===== src/rtl/ntt_butterfly.sv =====
// Kyber NTT/INTT butterfly (CT fwd, GS inv) with inline Montgomery/Barrett; 3-clk latency, 1 beat/clk.
// Backpressure: global stall freezes all stages while out_valid & ~out_ready; in_ready = ~stall.
module ntt_butterfly #(
  parameter int Q         = 3329,
  parameter int QINV      = -3327,
  parameter int BARRETT_V = 20159,
  parameter int TAG_W     = 8
) (
  input  logic                    clk,
  input  logic                    reset,
  input  logic                    in_valid,
  output logic                    in_ready,
  input  logic                    mode,
  input  logic signed [15:0]      a,
  input  logic signed [15:0]      b,
  input  logic signed [15:0]      zeta,
  input  logic [TAG_W-1:0]        tag_in,
  output logic                    out_valid,
  input  logic                    out_ready,
  output logic signed [15:0]      out_lo,
  output logic signed [15:0]      out_hi,
  output logic [TAG_W-1:0]        tag_out
);

  localparam logic signed [31:0] Q32    = Q;
  localparam logic signed [31:0] BV32   = BARRETT_V;
  localparam logic signed [31:0] BROUND = 32'sd33554432;
  localparam logic [15:0]        QINV16 = 16'(QINV);

  logic stall;
  assign stall    = out_valid & ~out_ready;
  assign in_ready = ~stall;

  // S1 inputs: GS pre-combines the pair, CT multiplies b directly
  logic signed [15:0] sum_ab, dif_ba, mul_op;
  logic signed [31:0] zeta_ext, op_ext, p_in;
  assign sum_ab   = a + b;
  assign dif_ba   = b - a;
  assign mul_op   = mode ? dif_ba : b;
  assign zeta_ext = {{16{zeta[15]}}, zeta};
  assign op_ext   = {{16{mul_op[15]}}, mul_op};
  assign p_in     = zeta_ext * op_ext;

  logic               v1, mode1;
  logic [TAG_W-1:0]   tag1;
  logic signed [31:0] p1;
  logic signed [15:0] x1;

  always_ff @(posedge clk or posedge reset) begin
    if (reset) begin
      v1    <= 1'b0;
      mode1 <= 1'b0;
      tag1  <= '0;
      p1    <= '0;
      x1    <= '0;
    end else if (!stall) begin
      v1    <= in_valid;
      mode1 <= mode;
      tag1  <= tag_in;
      p1    <= p_in;
      x1    <= mode ? sum_ab : a;
    end
  end

  // S2: Montgomery reduction of the product; low 16 bits of t are zero by construction
  logic [15:0]        u16;
  logic signed [31:0] u_ext, t_full, m_red32;
  logic signed [15:0] m_red;
  assign u16     = p1[15:0] * QINV16;
  assign u_ext   = {{16{u16[15]}}, u16};
  assign t_full  = p1 - u_ext * Q32;
  assign m_red32 = t_full >>> 16;
  assign m_red   = 16'(m_red32);

  logic signed [31:0] x1_ext, bk_full, k_full, kq_full;
  logic signed [15:0] r_red;
  assign x1_ext  = {{16{x1[15]}}, x1};
  assign bk_full = BV32 * x1_ext + BROUND;
  assign k_full  = bk_full >>> 26;
  assign kq_full = k_full * Q32;
  assign r_red   = x1 - 16'(kq_full);

  logic               v2, mode2;
  logic [TAG_W-1:0]   tag2;
  logic signed [15:0] m2, x2;

  always_ff @(posedge clk or posedge reset) begin
    if (reset) begin
      v2    <= 1'b0;
      mode2 <= 1'b0;
      tag2  <= '0;
      m2    <= '0;
      x2    <= '0;
    end else if (!stall) begin
      v2    <= v1;
      mode2 <= mode1;
      tag2  <= tag1;
      m2    <= m_red;
      x2    <= mode1 ? r_red : x1;
    end
  end

  logic signed [15:0] lo_nxt, hi_nxt;
  assign lo_nxt = mode2 ? x2 : x2 + m2;
  assign hi_nxt = mode2 ? m2 : x2 - m2;

  always_ff @(posedge clk or posedge reset) begin
    if (reset) begin
      out_valid <= 1'b0;
      out_lo    <= '0;
      out_hi    <= '0;
      tag_out   <= '0;
    end else if (!stall) begin
      out_valid <= v2;
      out_lo    <= lo_nxt;
      out_hi    <= hi_nxt;
      tag_out   <= tag2;
    end
  end

endmodule


===== config.mk =====
export PLATFORM = sky130hd
export DESIGN_NAME = ntt_butterfly
export DESIGN_NICKNAME = d
export VERILOG_FILES = /design/src/rtl/ntt_butterfly.sv
export SDC_FILE = /design/constraint.sdc
export NUM_CORES = 2
export LEC_CHECK = 0
export BUFFER_PORTS_ARGS = -buffer_cell sky130_fd_sc_hd__buf_2
export CAP_MARGIN = 25
export CORE_ASPECT_RATIO = 0.8
export CORE_UTILIZATION = 45
export CTS_BUF_LIST = sky130_fd_sc_hd__clkbuf_4
export DETAILED_ROUTE_END_ITERATION = 16
export PLACE_DENSITY = 0.61
export SLEW_MARGIN = 20
export SYNTH_ARGS = -nofsm -noshare
export SYNTH_HDL_FRONTEND = slang
export SYNTH_SLANG_ARGS = --single-unit

===== constraint.sdc =====
create_clock -name clk -period 27.2 [get_ports clk]
set_input_delay 1.36 -clock clk [delete_from_list [all_inputs] [get_ports clk]]
set_output_delay 1.36 -clock clk [all_outputs]
set_load 0.03 [all_outputs]

==> impl_metrics.tcl <==
set metrics [dict create \
    path_class "flop to flop" \
    r2r_end "x2[15]$_DFFE_PP0N_" \
    slowest_stage "fa_1" \
    r2r_slack_ps 17390 \
    cts_max_path_buffers 2 \
    gp_congestion 0.871 \
    detail-route-antenna-nets 0 \
    timing.final.crit_share 0.361 \
    synth_edf_count 0 \
    relSlewSlack 0.425 \
    grt_max_degree 82 \
    synth_area_um2 28500 \
    dr.first_iter.drc_count 1001 \
    dp_hpwl_um 55000 \
    initial_core_util 0.455 \
    cts_setup_buffers 0 \
    grt_first_pass_wirelength_um 110000 \
    worst_ep_required_time_ps 27720 \
    dr.pass1.iters 5 \
    synth_fp_nets 4099 \
    grt_overflow 0 \
    die_h_um 227 \
    synthAdderAreaFrac 0.501 \
    whs_path_depth 2 \
    postCtsResizedCells 0 \
    placed_area_um2 29900 \
    hold_ws_ps 478 \
    port_buffers 102 \
    cap_viol_max_count 0 \
    reg2regPathDepth 33 \
    ctsRootBufferMaster "clkbuf_4" \
    fin_skew_ps 46.9 \
    hold_end "tag_out[4]$_DFFE_PP0N_" \
    synth_top_family_by_area "adder cells" \
    synthMuxAreaShare 0.0124 \
    cts_sinks 141 \
    synth_compound_area_frac 0.0944 \
    antenna_found_initial 1 \
    synth-xor-area-share 0.0449 \
    ys_ff_latch 141 \
    place_inst 4006 \
    status "completed" \
    synth-simple-area-share 0.121 \
    period_needed_ps 9810 \
    ys_seq_area_frac 0.124 \
    row_count 82 \
    hold_path.class "flop to flop" \
    tightest_slew_ps 858 \
    crit-reg2reg-launch "x1[2]$_DFFE_PP0N_" \
    worstPathMaxFanout 9 \
    crit_top_cell "fa_1" \
    arrival_ps 10330 \
    grt_pass1_vias 20400 \
    start_kind "flop" \
    finalSetupTns_ps 0 \
    maxSlewViolCount 0 \
    ys_async_sr_fraction 1.00 \
    core_area_um2 62700 \
    synth.distinct_cells 78 \
    drive_above_1_share 0.0597 \
    drc 0 \
    io_pins 103 \
    htreeDepth 4 \
    worstSkewPairLatency_ps 650 \
    postLayoutCellArea_um2 30200 \
    routedWlPerCell_um 16.3 \
    chipWidth_um 284 \
    setup_viol 0 \
    timing.fmax_mhz 102 \
    hp-start "tag_out[4]$_DFFE_PP0N_" \
    hold_viol 0 \
    synth-main-ff-cell "dfrtp_1" \
    fin_nets 4136 \
    fin_cells 4040 \
    grt_use_total 0.215 \
    clk_pin_slew_ps 190 \
    end_kind "flop" \
    drt_wl_total_um 65900 \
    vias 20300 \
    rsz0062_at_grt "false" \
    area_growth_pct 5.70 \
    fillers 6064 \
    yosys_warnings 0 \
    die_area_um2 64400 \
    syn_avg_cell_area_um2 9.06 \
    cts_hold_buf 0 \
    cpPeakStageDelay_ps 740 \
    numCtsBuffers 17 \
    viasPerCell 5.03 \
    cts_tree "built" \
    netlist_instances 3149 \
]
[synth_stat cells (all sizes together), types with 16 or more instances]
library cell	instances	area (um^2)
inv	681	2560
ha	465	5820
fa	424	8490
nand2	310	1160
dfrtp	141	3530
a21oi	140	701
nor2	127	477
o21ai	126	638
xnor2	103	910
and2	92	576
clkbuf	83	312
nor2b	53	334
xor2	39	349
nand2b	33	206
a21o	28	211
nor3	27	140
mux2i	23	230
nand3	23	115
o211ai	22	165
o21a	19	143
or3	16	100
[cell families (layout without fill, tap and decap cells)]
| family | after synthesis | count (layout) |
|---|---|---|
| buffers and inverters | 779 | 829 |
| other | 0 | 1 |
| xor gates and xnor gates | 143 | 143 |
| DFF | 141 | 141 |
| AOI/OAI and AO/OA | 435 | 435 |
| muxes | 34 | 34 |
| adders and majority gates | 889 | 889 |
| and+or+nand+nor | 728 | 728 |
[worst max-delay path, delay by kind of cell (launching register included)]
family,cells,cell delay (ps)
compound gates,11,2670
xor+xnor,2,450
fa+ha+maj,12,5170
buf+inv,6,430
flops,1,590
simple gates,2,350
[layer usage]
metal  routed length, um  track usage
met2               27800        0.321
met4                 723       0.0357
met3                2640       0.0232
met1               34800        0.336
met5                   0            0
[registers in the layout, indices dropped and copies added (netlist names)]
register / count
tag_out: 8
v2: 1
out_hi: 16
v1: 1
mode2: 1
out_valid: 1
x1: 16
tag2: 8
p1: 32
mode1: 1
tag1: 8
x2: 16
out_lo: 16
m2: 16
[final cells by class]
class | instances | area, um^2 | area share
multi-input cells | 2229 | 22100 | 0.732
repair buffers | 116 | 628 | 0.0208
diodes | 1 | 2.50 | 0.0000829
well taps | 840 | 1050 | 0.0348
clock buffers | 17 | 128 | 0.00423
clock inverters | 15 | 168 | 0.00556
inverters | 681 | 2570 | 0.0851
flip-flops and latches | 141 | 3530 | 0.117
[cells in the final DEF (no fill, tap or decap), drive strengths merged, types with 53 or more instances in the layout]
cell,instances
a21oi,140
buf,116
xnor2,103
ha,465
dfrtp,141
nand2,310
o21ai,126
inv,691
fa,424
nor2b,53
nor2,127
and2,92
[worst max-delay path by stage]
stage | from | endpoint | slack (ps) | depth (start not counted)
global placement | a[1] | p1[30]$_DFFE_PP0N_ | 17510 | 32
detailed placement | x1[2]$_DFFE_PP0N_ | x2[15]$_DFFE_PP0N_ | 17340 | 33
CTS | x1[2]$_DFFE_PP0N_ | x2[15]$_DFFE_PP0N_ | 17270 | 33
finish | x1[2]$_DFFE_PP0N_ | x2[15]$_DFFE_PP0N_ | 17390 | 33
floorplan | p1[4]$_DFFE_PP0N_ | m2[15]$_DFFE_PP0N_ | 18060 | 31
global route | x1[2]$_DFFE_PP0N_ | x2[15]$_DFFE_PP0N_ | 16740 | 32
[per-stage QoR]
| step | worst slack [ps] | util |
|---|---|---|
| 2_1_floorplan | 18060 | - |
| 3_3_place_gp | 17510 | 0.476 |
| 3_5_place_dp | 17340 | 0.476 |
| 4_1_cts | 17270 | 0.481 |
| 5_1_grt | 16740 | 0.481 |
| 6_report | 17390 | 0.481 |
Power is not shown: default switching activity piles up to over one toggle a cycle in this logic, so the estimate is an artifact.
